[src/rtl/pwm_capture.sv]
// PWM duty-code recovery: measures period and high time of P, reports J/X/ERR.
// Optional `PWM_CAP_FILTER_EN inserts a 3-tap majority deglitch after the synchronizer.
module pwm_capture #(
  parameter int PERIOD  = 255,
  parameter int TIMEOUT = 510,
  parameter int W       = 8
) (
  input  logic         CLK,
  input  logic         RST,
  input  logic         E,
  input  logic         P,
  output logic [W-1:0] J,
  output logic         V,
  output logic         X,
  output logic         ERR
);

  localparam int CW = $clog2(TIMEOUT + 1);

  localparam logic [1:0] S_IDLE = 2'd0;
  localparam logic [1:0] S_ARM  = 2'd1;
  localparam logic [1:0] S_MEAS = 2'd2;

  localparam logic [CW-1:0] C_PER = CW'(PERIOD);
  localparam logic [CW-1:0] C_TO  = CW'(TIMEOUT);
  localparam logic [CW-1:0] C_ONE = CW'(1);
  localparam logic [W-1:0]  J_FS  = '1;

  logic          r_s1;
  logic          r_s2;
  logic          r_pd;
  logic          w_ps;
  logic          w_rise;
  logic [1:0]    r_state;
  logic [CW-1:0] r_cnt;
  logic [CW-1:0] r_hi;

  always_ff @(posedge CLK) begin
    if (RST) begin
      r_s1 <= 1'b0;
      r_s2 <= 1'b0;
    end else begin
      r_s1 <= P;
      r_s2 <= r_s1;
    end
  end

`ifdef PWM_CAP_FILTER_EN
  logic r_f1;
  logic r_f2;
  logic r_flt;

  always_ff @(posedge CLK) begin
    if (RST) begin
      r_f1  <= 1'b0;
      r_f2  <= 1'b0;
      r_flt <= 1'b0;
    end else begin
      r_f1  <= r_s2;
      r_f2  <= r_f1;
      r_flt <= (r_s2 & r_f1) | (r_s2 & r_f2) | (r_f1 & r_f2);
    end
  end

  assign w_ps = r_flt;
`else
  assign w_ps = r_s2;
`endif

  always_ff @(posedge CLK) begin
    if (RST) r_pd <= 1'b0;
    else     r_pd <= w_ps;
  end

  assign w_rise = w_ps & ~r_pd;

  always_ff @(posedge CLK) begin
    if (RST) begin
      r_state <= S_IDLE;
      r_cnt   <= '0;
      r_hi    <= '0;
      J       <= '0;
      V       <= 1'b0;
      X       <= 1'b0;
      ERR     <= 1'b0;
    end else if (!E) begin
      r_state <= S_IDLE;
      r_cnt   <= '0;
      r_hi    <= '0;
      V       <= 1'b0;
    end else begin
      V <= 1'b0;
      case (r_state)
        S_IDLE: begin
          r_state <= S_ARM;
          r_cnt   <= '0;
          r_hi    <= '0;
        end
        S_ARM, S_MEAS: begin
          if (w_rise) begin
            r_state <= S_MEAS;
            r_cnt   <= C_ONE;
            r_hi    <= C_ONE;
            // The first rise after ARM only opens a period.
            if (r_state == S_MEAS) begin
              if (r_cnt == C_PER) begin
                J   <= W'(C_PER - r_hi);
                X   <= 1'b0;
                ERR <= 1'b0;
                V   <= 1'b1;
              end else begin
                ERR <= 1'b1;
              end
            end
          end else if (r_cnt == C_TO) begin
            r_state <= S_ARM;
            r_cnt   <= '0;
            r_hi    <= '0;
            J       <= w_ps ? '0 : J_FS;
            X       <= ~w_ps;
            ERR     <= 1'b0;
            V       <= 1'b1;
          end else begin
            r_cnt <= r_cnt + C_ONE;
            if (r_state == S_MEAS)
              r_hi <= r_hi + {{(CW-1){1'b0}}, w_ps};
          end
        end
        default: begin
          r_state <= S_IDLE;
          r_cnt   <= '0;
          r_hi    <= '0;
        end
      endcase
    end
  end

endmodule
[config.mk]
export PLATFORM = sky130hd
export DESIGN_NAME = pwm_capture
export DESIGN_NICKNAME = d
export VERILOG_FILES = /design/src/rtl/pwm_capture.sv
export SDC_FILE = /design/constraint.sdc
export NUM_CORES = 1
export LEC_CHECK = 0
export CAP_MARGIN = 20
export CORE_MARGIN = 4
export CORE_UTILIZATION = 50
export CTS_CLUSTER_SIZE = 25
export DETAILED_ROUTE_END_ITERATION = 6
export GPL_TIMING_DRIVEN = 0
export PLACE_DENSITY = 0.78
export SYNTH_ARGS = -nofsm -noshare
export SYNTH_HDL_FRONTEND = slang
export SYNTH_SLANG_ARGS = --single-unit
[constraint.sdc]
create_clock -name CLK -period 1.6 [get_ports CLK]
set_input_delay 0.16 -clock CLK [delete_from_list [all_inputs] [get_ports CLK]]
set_output_delay 0.16 -clock CLK [all_outputs]
set_load 0.02 [all_outputs]
==> key figures <==
STA
  • Fmax: 589 MHz
  • Min Tclk post-route: ~1.7 ns
  • RSZ-0062 raised after global routing: true
  • Slew @ Worst Pin: 0.682 ns
  • Fin. max-slew vios: 0
  • Final setup fails: 25
  • Setup ws final: -0.0981 ns
  • Final Hold Viols: 0
  • Worst Skew: 0.0115 ns
  • Slew Limit Headroom: 0.545
  • Crit share post-route: 1.06

Placement
  • GPL Wtd Cong: 0.729
  • Post-DP HPWL: between 2000 and 2500 µm
  • DP Cell Count: about 200
  • Dpl cell area: 0.00176 mm²
  • Pre-CTS WS: -0.223 ns
  • PortBufs: 14

Detailed routing
  • Via count: between 1000 and 1500
  • Final wirelength: approximately 3500 µm
  • Avg WL per Cell: 16.1 µm
  • # DRC: 0
  • Final antenna-violating net count: 0
  • Starting DRT DRC Count: 51
  • First-pass DRT Iterations: 4
  • Drt via density: 5.67

Cells and area
  • Area growth syn-to-layout: 34.6%
  • Fill count: 194
  • Fin util: 0.735
  • Post-route cell area: roughly 0.0021 mm²
  • # diodes: 0
  • Final std cells w/o fill: 220
  • Final nets: 200
  • Ratio of cells with drive above 1 in the final layout: 0.392

Clock network
  • CTS buffer count: 5
  • Htree depth: 2
  • Worst-skew pair later-pin latency: between 0.3 and 0.4 ns
  • Clock slew at reported path FFs: 0.10 ns
  • CTS Sinks: 33
  • Clk root buf: clkbuf_4
  • CTS Hold Bufs: 0
  • CTS tree: built
  • Bufs on Longest Clock Path: 2

Logic synthesis
  • Main flop type after synthesis: dfxtp_1
  • Synth cell types: 33
  • Synth Area in Simple Gates: 0.223
  • Syn Area/Cell: 9.91 µm²
  • Asr flop ratio synth: 0
  • Synthesized area: 0.00156 mm²
  • Xor/xnor share of the synthesized area: 0.0675
  • Register area share after synthesis: 0.424
  • Post-synth EDFFs: 0
  • Synthesized flop and latch total: 33
  • Largest family of logic cells by synthesized area: simple AND/OR/NAND/NOR gates
  • Mux contribution to synthesized area: 0.0193
  • Adder-Cell Fraction of Synth Area: 0.0643
  • Synth Area in Compound Gates: 0.147
  • Syn. warnings: 0
  • Cells after Synth: 157
  • Syn Nets: 169

Global route
  • Met1 usage: 0.213
  • Initial antenna violation count: 0
  • Total gr overflow: 0
  • First-pass GRT wire length: 5920 µm
  • M2 GR Usage: 0.321
  • Number of global-route vias before repair: 1254
  • Pin count of the biggest net entering global routing: 11
  • Total GRT Usage: 0.191
  • GR Util met3: 0.0665
  • Gr busiest metal: met2

Critical path
  • Critical Path End Type: flop
  • Max FO, Critical Path: 6
  • Arr. time, crit path: 1.99 ns
  • Worst Path Required: 1.89 ns
  • Cell breakdown of the critical path: inv_1 -> ha_2 -> nand4_4 -> nor2_2 -> or4_4 -> clkbuf_16 -> nor2_4
  • Reg-to-Reg Start: r_cnt[0]
  • Worst Setup SP: r_cnt[0]
  • Max incr delay on CP: 0.58 ns
  • Setup Crit Path Kind: reg -> reg
  • Slowest cell on the critical path: or4_4
  • Startpoint types: flop

Worst hold path
  • Hold_sp: P
  • Worst hold path class: in -> reg

Floorplan
  • Row cnt: 19
  • Starting Density: 0.546
  • Die Y: about 64 µm
  • Die Area: 0.00407 mm²
  • I/O pin count: 15
  • Die width: 63.8 µm
  • Core Area: around 0.0029 mm²

Power and ir drop
  • Peak VDD IR: 949 µV
  • Lkg Pwr: 0.699 nW
  • Cell Pwr Density: 747 mW/mm²
  • Total Power: 1.56 mW

Run
  • Max Cap Viol: 0

Run status
  • Failing checks: negative setup slack
  • Status: finished with violations
placed cells by master, fill, tap and decap left out, types with 6 or more instances in the layout:
cell and n:
dfxtp_1 23, clkdlybuf4s50_1 14, a21oi_1 12, nor2_1 10, a211oi_2 9, o21a_1 8
xnor2_1 8, nor2_4 8, nand2_1 7, buf_4 7, nor2_2 6
sequential cells by signal, summed over array words and instances (netlist names), 2 cells and up:
register	count
J	8
r_cnt	9
r_hi	8
r_state	2
layout make-up:
type / instances / area (µm²) / share of cell area
multi-input combinational: 110 / 941 / 0.449
sequential: 33 / 686 / 0.327
timing repair buffer: 26 / 263 / 0.125
buffer: 7 / 63.8 / 0.0304
clock buffer: 7 / 55.1 / 0.0263
tap: 31 / 38.8 / 0.0185
clock inverter: 1 / 30.0 / 0.0143
inverter: 5 / 18.8 / 0.00896
path summary, 6_finish.rpt:
path / end / slack, ns / cells past startpoint
min: r_s1 / 0.36 / 2
max reg2reg: r_cnt[6] / -0.1 / 7
min reg2reg: r_s2 / 0.46 / 1
max: r_cnt[6] / -0.1 / 7
logic make-up after synthesis:
| kind of cell | count (synthesis) |
|---|---|
| compound gates | 32 |
| buf+inv | 14 |
| flops | 33 |
| xor+xnor | 12 |
| fa+ha+maj | 8 |
| simple gates | 55 |
| mux | 3 |
synth_stat cells (4+ instances only):
library cell | instances | area share
dfxtp_1 | 33 | 0.42
nor2_1 | 13 | 0.031
a21oi_1 | 12 | 0.039
ha_1 | 8 | 0.064
nand2_1 | 8 | 0.019
nor2_4 | 8 | 0.058
o21a_1 | 8 | 0.039
xnor2_1 | 8 | 0.045
a211oi_1 | 6 | 0.029
inv_1 | 5 | 0.012
a211oi_2 | 4 | 0.032
buf_2 | 4 | 0.013
nand4_1 | 4 | 0.016
nor2b_1 | 4 | 0.016
xor2_1 | 4 | 0.023
where the power goes:
part           switching [mW]  leakage (nW)  internal (mW)
Sequential            0.00486         0.273          0.819
Combinational          0.0477         0.380         0.0356
Clock                   0.284        0.0455          0.373
timing repair:
| action | 4_1_cts | 5_1_grt |
|---|---|---|
| setup endpoints to repair | 22 | 29 |
| gates resized for setup | 25 | 18 |
| buffers inserted | 6 | 3 |
| pin swaps | 2 | 9 |
| cloned | 2 | 1 |
per-layer routing:
| metal | vias to the layer above | wire length, µm |
|---|---|---|
| li1 | 605 | - |
| met5 | - | 0 |
| met2 | 19 | 1770 |
| met4 | 0 | 112 |
| met3 | 10 | 117 |
| met1 | 613 | 1540 |
critical path: cells and delay by family (launching register included):
kind	cells	cell delay (ns)
and+or+nand+nor	4	0.83
buffers and inverters	2	0.26
adders and majority gates	1	0.19
DFF	1	0.38
per-stage QoR:
stage,TNS (ns),hold slack [ns]
floorplan,-0.0196,0.232
global placement,-1.96,0.425
detailed placement,-3.29,0.436
CTS,-1.19,0.349
global route,-4.35,0.346
finish,-1.76,0.364
Note: power is estimated with default switching activity, not from simulation.
